## config.mk

```make
export PLATFORM = sky130hd
export DESIGN_NAME = unidad_control_multiciclo
export DESIGN_NICKNAME = d
export VERILOG_FILES = /design/src/rtl/riscv_ctrl_pkg.sv /design/src/rtl/alu_decoder.sv /design/src/rtl/unidad_control_multiciclo.sv
export SDC_FILE = /design/constraint.sdc
export NUM_CORES = 1
export LEC_CHECK = 0
export BUFFER_PORTS_ARGS = -buffer_cell sky130_fd_sc_hd__buf_4
export CORE_ASPECT_RATIO = 1.25
export CORE_MARGIN = 5
export CORE_UTILIZATION = 55
export DETAILED_ROUTE_END_ITERATION = 10
export PLACE_DENSITY = 0.82
export REMOVE_ABC_BUFFERS = 1
export SLEW_MARGIN = 20
export SYNTH_ARGS = -nofsm -noshare
export SYNTH_HDL_FRONTEND = slang
export SYNTH_SLANG_ARGS = --single-unit
```

## constraint.sdc

```tcl
create_clock -name clk_i -period 5.2 [get_ports clk_i]
set_input_delay 0.52 -clock clk_i [delete_from_list [all_inputs] [get_ports clk_i]]
set_output_delay 0.52 -clock clk_i [all_outputs]
set_load 0.01 [all_outputs]
```

## src/rtl/riscv_ctrl_pkg.sv

```systemverilog
// Shared encodings for the multicycle RISC-V control unit: FSM states, opcodes,
// datapath select codes and ALU operation codes.
package riscv_ctrl_pkg;

  typedef enum logic [2:0] {
    ST_FETCH  = 3'd0,
    ST_DECODE = 3'd1,
    ST_EXEC   = 3'd2,
    ST_MEM    = 3'd3,
    ST_WB     = 3'd4,
    ST_FAULT  = 3'd5
  } state_t;

  localparam logic [6:0] OP_R      = 7'b0110011;
  localparam logic [6:0] OP_I      = 7'b0010011;
  localparam logic [6:0] OP_LOAD   = 7'b0000011;
  localparam logic [6:0] OP_STORE  = 7'b0100011;
  localparam logic [6:0] OP_BRANCH = 7'b1100011;
  localparam logic [6:0] OP_JAL    = 7'b1101111;
  localparam logic [6:0] OP_LUI    = 7'b0110111;

  localparam logic [2:0] IMM_I = 3'd0;
  localparam logic [2:0] IMM_S = 3'd1;
  localparam logic [2:0] IMM_B = 3'd2;
  localparam logic [2:0] IMM_U = 3'd3;
  localparam logic [2:0] IMM_J = 3'd4;

  localparam logic [1:0] A_PC    = 2'd0;
  localparam logic [1:0] A_OLDPC = 2'd1;
  localparam logic [1:0] A_RS1   = 2'd2;

  localparam logic [1:0] B_RS2  = 2'd0;
  localparam logic [1:0] B_IMM  = 2'd1;
  localparam logic [1:0] B_FOUR = 2'd2;

  localparam logic [1:0] WB_ALU = 2'd0;
  localparam logic [1:0] WB_MEM = 2'd1;
  localparam logic [1:0] WB_PC4 = 2'd2;

  localparam logic [3:0] ALU_ADD   = 4'd0;
  localparam logic [3:0] ALU_SUB   = 4'd1;
  localparam logic [3:0] ALU_SLL   = 4'd2;
  localparam logic [3:0] ALU_SLT   = 4'd3;
  localparam logic [3:0] ALU_SLTU  = 4'd4;
  localparam logic [3:0] ALU_XOR   = 4'd5;
  localparam logic [3:0] ALU_SRL   = 4'd6;
  localparam logic [3:0] ALU_SRA   = 4'd7;
  localparam logic [3:0] ALU_OR    = 4'd8;
  localparam logic [3:0] ALU_AND   = 4'd9;
  localparam logic [3:0] ALU_PASSB = 4'd10;

  // Request from the FSM to the ALU decoder: fixed operation or funct-driven.
  typedef enum logic [2:0] {
    ALUOP_ADD     = 3'd0,
    ALUOP_SUB     = 3'd1,
    ALUOP_FUNCT_R = 3'd2,
    ALUOP_FUNCT_I = 3'd3,
    ALUOP_PASSB   = 3'd4
  } alu_op_t;

  function automatic logic is_legal_op(input logic [6:0] op);
    return (op == OP_R) || (op == OP_I) || (op == OP_LOAD) || (op == OP_STORE) ||
           (op == OP_BRANCH) || (op == OP_JAL) || (op == OP_LUI);
  endfunction

endpackage

```

## src/rtl/alu_decoder.sv

```systemverilog
// Combinational ALU-control decoder: maps the FSM's ALU request plus
// funct3/funct7[5] onto an ALU operation code.
module alu_decoder
  import riscv_ctrl_pkg::*;
(
  input  alu_op_t    alu_op_i,
  input  logic [2:0] funct3_i,
  input  logic       funct7b5_i,
  output logic [3:0] alu_ctrl_o
);

  logic w_is_r;
  logic w_alt;

  // I-type immediates occupy bit 30 except for shifts-right, where it selects SRA.
  assign w_is_r = (alu_op_i == ALUOP_FUNCT_R);
  assign w_alt  = w_is_r ? funct7b5_i : (funct7b5_i && (funct3_i == 3'b101));

  always_comb begin
    alu_ctrl_o = ALU_ADD;
    case (alu_op_i)
      ALUOP_SUB:   alu_ctrl_o = ALU_SUB;
      ALUOP_PASSB: alu_ctrl_o = ALU_PASSB;
      ALUOP_FUNCT_R, ALUOP_FUNCT_I: begin
        case (funct3_i)
          3'b000:  alu_ctrl_o = (w_is_r && w_alt) ? ALU_SUB : ALU_ADD;
          3'b001:  alu_ctrl_o = ALU_SLL;
          3'b010:  alu_ctrl_o = ALU_SLT;
          3'b011:  alu_ctrl_o = ALU_SLTU;
          3'b100:  alu_ctrl_o = ALU_XOR;
          3'b101:  alu_ctrl_o = w_alt ? ALU_SRA : ALU_SRL;
          3'b110:  alu_ctrl_o = ALU_OR;
          default: alu_ctrl_o = ALU_AND;
        endcase
      end
      default:     alu_ctrl_o = ALU_ADD;
    endcase
  end

endmodule

```

## src/rtl/unidad_control_multiciclo.sv

```systemverilog
// Multicycle RISC-V control unit (FETCH/DECODE/EXEC/MEM/WB/FAULT) with memory wait timeout.
// Optional retired-instruction counter instret_o when CTRL_INSTRET_EN is defined.
module unidad_control_multiciclo
  import riscv_ctrl_pkg::*;
#(
  parameter int MEM_WAIT_MAX = 15
) (
  input  logic        clk_i,
  input  logic        rst_i,
  input  logic [6:0]  opcode_i,
  input  logic [2:0]  funct3_i,
  input  logic        funct7b5_i,
  input  logic        zero_i,
  input  logic        mem_ready_i,
  output logic        pc_we_o,
  output logic        ir_we_o,
  output logic        mem_req_o,
  output logic        mem_we_o,
  output logic        iord_o,
  output logic        reg_we_o,
  output logic [2:0]  imm_sel_o,
  output logic [1:0]  alu_a_sel_o,
  output logic [1:0]  alu_b_sel_o,
  output logic [3:0]  alu_ctrl_o,
  output logic [1:0]  wb_sel_o,
  output logic        fault_o,
  output logic [2:0]  state_o
`ifdef CTRL_INSTRET_EN
  ,
  output logic [31:0] instret_o
`endif
);

  localparam logic [7:0] WAIT_LAST = 8'(MEM_WAIT_MAX - 1);

  state_t     r_state;
  state_t     w_state_nxt;
  logic [7:0] r_wait_cnt;
  logic       w_timeout;
  logic       w_taken;
  logic       w_is_store;
  alu_op_t    w_alu_op;
  logic [3:0] w_alu_ctrl;
  logic       w_pc_we, w_ir_we, w_mem_req, w_mem_we, w_iord, w_reg_we, w_fault;
  logic [2:0] w_imm_sel;
  logic [1:0] w_alu_a_sel, w_alu_b_sel, w_wb_sel;

  assign w_timeout  = (r_wait_cnt == WAIT_LAST);
  assign w_is_store = (opcode_i == OP_STORE);
  // Only beq/bne are decoded; other branch funct3 values fall through as not taken.
  assign w_taken    = ((funct3_i == 3'b000) && zero_i) || ((funct3_i == 3'b001) && !zero_i);

  always_ff @(posedge clk_i or posedge rst_i) begin
    if (rst_i) begin
      r_state    <= ST_FETCH;
      r_wait_cnt <= '0;
    end else begin
      r_state <= w_state_nxt;
      if (w_state_nxt != r_state)
        r_wait_cnt <= '0;
      else if (((r_state == ST_FETCH) || (r_state == ST_MEM)) && !mem_ready_i)
        r_wait_cnt <= r_wait_cnt + 8'd1;
    end
  end

  always_comb begin
    w_state_nxt = r_state;
    w_pc_we     = 1'b0;
    w_ir_we     = 1'b0;
    w_mem_req   = 1'b0;
    w_mem_we    = 1'b0;
    w_iord      = 1'b0;
    w_reg_we    = 1'b0;
    w_fault     = 1'b0;
    w_imm_sel   = IMM_I;
    w_alu_a_sel = A_PC;
    w_alu_b_sel = B_RS2;
    w_wb_sel    = WB_ALU;
    w_alu_op    = ALUOP_ADD;
    case (r_state)
      ST_FETCH: begin
        w_mem_req   = 1'b1;
        w_alu_b_sel = B_FOUR;
        if (mem_ready_i) begin
          w_ir_we     = 1'b1;
          w_pc_we     = 1'b1;
          w_state_nxt = ST_DECODE;
        end else if (w_timeout) begin
          w_state_nxt = ST_FAULT;
        end
      end
      ST_DECODE: begin
        w_alu_a_sel = A_OLDPC;
        w_alu_b_sel = B_IMM;
        w_imm_sel   = IMM_B;
        w_state_nxt = is_legal_op(opcode_i) ? ST_EXEC : ST_FAULT;
      end
      ST_EXEC: begin
        case (opcode_i)
          OP_R: begin
            w_alu_a_sel = A_RS1;
            w_alu_op    = ALUOP_FUNCT_R;
            w_state_nxt = ST_WB;
          end
          OP_I: begin
            w_alu_a_sel = A_RS1;
            w_alu_b_sel = B_IMM;
            w_alu_op    = ALUOP_FUNCT_I;
            w_state_nxt = ST_WB;
          end
          OP_LOAD, OP_STORE: begin
            w_alu_a_sel = A_RS1;
            w_alu_b_sel = B_IMM;
            w_imm_sel   = w_is_store ? IMM_S : IMM_I;
            w_state_nxt = ST_MEM;
          end
          OP_BRANCH: begin
            w_alu_a_sel = A_RS1;
            w_alu_op    = ALUOP_SUB;
            w_pc_we     = w_taken;
            w_state_nxt = ST_FETCH;
          end
          OP_JAL: begin
            w_alu_a_sel = A_OLDPC;
            w_alu_b_sel = B_IMM;
            w_imm_sel   = IMM_J;
            w_pc_we     = 1'b1;
            w_state_nxt = ST_WB;
          end
          OP_LUI: begin
            w_alu_b_sel = B_IMM;
            w_imm_sel   = IMM_U;
            w_alu_op    = ALUOP_PASSB;
            w_state_nxt = ST_WB;
          end
          default: w_state_nxt = ST_FAULT;
        endcase
      end
      ST_MEM: begin
        // Address is recomputed as rs1+imm so the ALU result stays stable during the access.
        w_mem_req   = 1'b1;
        w_iord      = 1'b1;
        w_mem_we    = w_is_store;
        w_alu_a_sel = A_RS1;
        w_alu_b_sel = B_IMM;
        w_imm_sel   = w_is_store ? IMM_S : IMM_I;
        if (mem_ready_i)
          w_state_nxt = w_is_store ? ST_FETCH : ST_WB;
        else if (w_timeout)
          w_state_nxt = ST_FAULT;
      end
      ST_WB: begin
        w_reg_we    = 1'b1;
        w_wb_sel    = (opcode_i == OP_LOAD) ? WB_MEM :
                      (opcode_i == OP_JAL)  ? WB_PC4 : WB_ALU;
        w_state_nxt = ST_FETCH;
      end
      ST_FAULT: begin
        w_fault     = 1'b1;
        w_state_nxt = ST_FAULT;
      end
      default: w_state_nxt = ST_FAULT;
    endcase
  end

  alu_decoder u_alu_decoder (
    .alu_op_i   (w_alu_op),
    .funct3_i   (funct3_i),
    .funct7b5_i (funct7b5_i),
    .alu_ctrl_o (w_alu_ctrl)
  );

  // Reset masks every command output immediately, even in the middle of an access.
  assign pc_we_o     = w_pc_we   & ~rst_i;
  assign ir_we_o     = w_ir_we   & ~rst_i;
  assign mem_req_o   = w_mem_req & ~rst_i;
  assign mem_we_o    = w_mem_we  & ~rst_i;
  assign iord_o      = w_iord    & ~rst_i;
  assign reg_we_o    = w_reg_we  & ~rst_i;
  assign fault_o     = w_fault   & ~rst_i;
  assign imm_sel_o   = rst_i ? 3'd0 : w_imm_sel;
  assign alu_a_sel_o = rst_i ? 2'd0 : w_alu_a_sel;
  assign alu_b_sel_o = rst_i ? 2'd0 : w_alu_b_sel;
  assign alu_ctrl_o  = rst_i ? 4'd0 : w_alu_ctrl;
  assign wb_sel_o    = rst_i ? 2'd0 : w_wb_sel;
  assign state_o     = r_state;

`ifdef CTRL_INSTRET_EN
  logic [31:0] r_instret;
  logic        r_retired;

  // An instruction is counted on the fetch that follows its completion.
  always_ff @(posedge clk_i or posedge rst_i) begin
    if (rst_i) begin
      r_instret <= '0;
      r_retired <= 1'b0;
    end else begin
      if (((r_state == ST_EXEC) || (r_state == ST_MEM) || (r_state == ST_WB)) &&
          (w_state_nxt == ST_FETCH))
        r_retired <= 1'b1;
      else if ((r_state == ST_FETCH) && (w_state_nxt == ST_DECODE) && r_retired) begin
        r_instret <= r_instret + 32'd1;
        r_retired <= 1'b0;
      end
    end
  end

  assign instret_o = r_instret;
`endif

endmodule

```

==> flow_metrics.py <==
metrics = {
    "global_route": {
        "antenna_found_initial": 0,
        "grt_pass1_vias": 1324,
        "overflow": 0,
        "grt_pass1_wl_mm": 6.03,
        "grt_max_degree": 20,
        "grt_usage_pct": 22.9,
    },
    "place": {
        "dp.cells": 224,
        "place_congestion": 0.887,
        "place_ws_ps": 2640,
        "dp_hpwl_mm": 2.80,
        "portBuffers": 37,
    },
    "synthesis": {
        "synth_top_family_by_area": "simple AND/OR/NAND/NOR gates",
        "syn-instance-count": 163,
        "muxShareOfSynthArea_pct": 0,
        "synth_compound_area_share_pct": 23.4,
        "ys_warn_count": 0,
        "async_reset_ff_share_pct": 100,
        "synth_xor_area_share_pct": 6.24,
        "synth.distinct_cells": 46,
        "synth_edf_count": 0,
        "synthFlopType": "dfrtp_1",
        "syn_area_mm2": 0.00126,
        "synth-adder-area-share_pct": 1.98,
        "synth-simple-area-share_pct": 42.2,
        "synth_seq_cells": 11,
        "synth-seq-area-share_pct": 21.8,
        "avgSynthCellArea_um2": 7.75,
    },
    "critical_path": {
        "arrival_ps": 2360,
        "startpoint_type": "register",
        "crit_start": "state_o[1]",
        "critical_path_class": "reg2out",
        "cp_max_fo": 17,
        "rr_startpoint": "r_wait_cnt[0]",
        "endpoint_kind": "primary output",
        "worst_ep_required_time_ps": 4680,
    },
    "clock_tree": {
        "ctsRootBufferMaster": "clkbuf_4",
        "cts_buffers": 3,
        "cts_tree": "done",
        "cts_max_level": 1,
        "clock_latency_ps": 280,
        "cts_buffer_depth": 2,
        "clock-sinks": 11,
        "path_clk_slew_ps": 80,
        "holdBufCountCts": 0,
        "post_cts_resize_count": 0,
        "post_cts_buffers": 0,
    },
    "routing": {
        "drc": 0,
        "via_per_inst": 6.04,
        "routed_wl_mm": 3.65,
        "drtIter0Drc": 35,
        "dr.pass1.iters": 4,
        "routedWlPerCell_um": 16.0,
        "ant_nets": 0,
        "dr_total_vias": 1377,
    },
    "cells_and_area": {
        "nNetsFinal": 215,
        "final_cells": 228,
        "final_util_pct": 71.4,
        "drive_gt1_share_pct": 25.9,
        "syn2layout_area_growth_pct": 24.9,
        "n_antenna_cell": 0,
    },
    "power_and_ir_drop": {
        "powerDensity_mw_per_mm2": 213,
        "switching_share_pct": 44.1,
        "ir_worst_vdd_v": 0.000233,
        "p_int_uw": 188,
        "p_clk_share_pct": 18.3,
        "switchingPower_uw": 148,
        "p_leak_uw": 0.000637,
        "combPwrFrac_pct": 46.2,
        "pwr-share-seq_pct": 35.5,
    },
    "timing": {
        "rsz0062_at_grt": "no",
        "finalSetupViolCount": 0,
        "finClkSkew_ps": 6.85,
        "worst_pin_slew_ps": 852,
        "hold_viol": 0,
        "fin_setup_tns_ps": 0,
        "slew-limit-headroom_pct": 42.9,
        "timing.final.ws_setup_ps": 2320,
        "fin_crit_sh_pct": 55.4,
        "fin_crit_ps": 2880,
        "slew_violations": 0,
        "fmax_mhz": 347,
    },
    "floorplanning": {
        "die_w_um": 52.9,
        "start_util_pct": 57.2,
        "die_h_um": 63.6,
        "dieArea_mm2": 0.00336,
        "io_pins": 38,
        "core_area_mm2": 0.00221,
        "placementRows": 19,
    },
    "job": {
        "max_cap_viol_count": 0,
    },
    "status": {
        "outcome": "complete, no violations",
    },
    "worst_hold_path": {
        "hold_class": "in2async",
    },
}
## state kept, by name, summed over array words and instances, names as in the netlist
name	flops
state_o	3
r_wait_cnt	8
## final timing paths
| check | endpoint | slack [ps] | depth (start not counted) |
|---|---|---|---|
| min in group clk_i | state_o[0] | 600 | 3 |
| max | alu_b_sel_o[0] | 2320 | 6 |
| min reg2reg | r_wait_cnt[4] | 620 | 3 |
| min | r_wait_cnt[0] | 310 | 2 |
| max reg2reg | r_wait_cnt[7] | 3030 | 7 |
| max in group asynchronous | r_wait_cnt[1] | 4550 | 2 |
## synthesized netlist by cell type, types with 2 or more instances
cell	number	area share [%]
nor2_1	21	6.2
nor3_1	9	3.6
o21ai_0	7	2.8
and2_1	2	0.99
nor2b_1	6	3.0
xnor2_1	9	6.2
inv_1	7	2.1
nand4b_1	2	1.4
nand2_1	11	3.3
o41a_1	2	1.8
nor3b_1	7	4.2
dfrtp_1	11	22
or3_1	2	0.99
o31ai_1	2	1.2
ha_1	2	2.0
nand3_1	8	3.2
clkbuf_1	4	1.2
buf_2	3	1.2
a21oi_1	14	5.5
nand2b_1	6	3.0
nand3b_1	2	1.2
nand4_1	2	0.99
## worst max-delay path: stages, from the launching register on
cell and delay, ps:
dfrtp_1 620, or3b_4 470, nor4b_4 260, nor3b_4 310, nand2b_1 90, a31oi_1 180
buf_4 150
## cell usage in the layout, fill, tap and decap left out, drive strengths merged, types with 7 or more instances in the layout
| master | Yosys | routed |
|---|---|---|
| a21oi | 14 | 14 |
| buf | 3 | 37 |
| dfrtp | 11 | 11 |
| inv | 7 | 7 |
| nand2 | 11 | 11 |
| nand3 | 8 | 8 |
| nor2 | 21 | 21 |
| nor3 | 9 | 9 |
| nor3b | 9 | 9 |
| o21ai | 8 | 8 |
| xnor2 | 9 | 9 |
## through the flow
stage | instance area, um^2 | total power, uW | hold WS, ps
after detailed placement | 1550 | 272 | 595
final | 1580 | 335 | 309
after CTS | 1580 | 334 | 311
after floorplan | 1230 | 207 | 389
after global placement | 1550 | 269 | 598
after global routing | 1580 | 358 | 333
## cell type report
type,count,area [um^2]
Multi-Input combinational cell,138,932
Fill cell,185,633
Timing Repair Buffer,37,278
Sequential cell,11,275
Tap cell,31,38.8
Inverter,7,26.3
Clock buffer,3,22.5
Clock inverter,1,5.00
## logic make-up after synthesis
logic type	count (synthesis)
buffers and inverters	14
and+or+nand+nor	89
AOI/OAI and AO/OA	38
adders and majority gates	2
DFF	11
xor gates and xnor gates	9
## metal layers
layer / up-vias / wire, um / global-route usage [%]
met4: 0 / 67 / 8.31
met3: 11 / 231 / 2.59
met1: 646 / 1500 / 29.0
met5: - / 0 / 0
met2: 56 / 1850 / 38.8
li1: 664 / - / -
## power groups by stage
stage	logic, uW	registers (uW)	clock network [uW]
after floorplan	90.0	117	0
after global placement	150	119	0
after detailed placement	152	120	0
after CTS	154	118	62.8
after global routing	168	121	69.1
final	155	119	61.5
(Power assumes the default switching activity.)
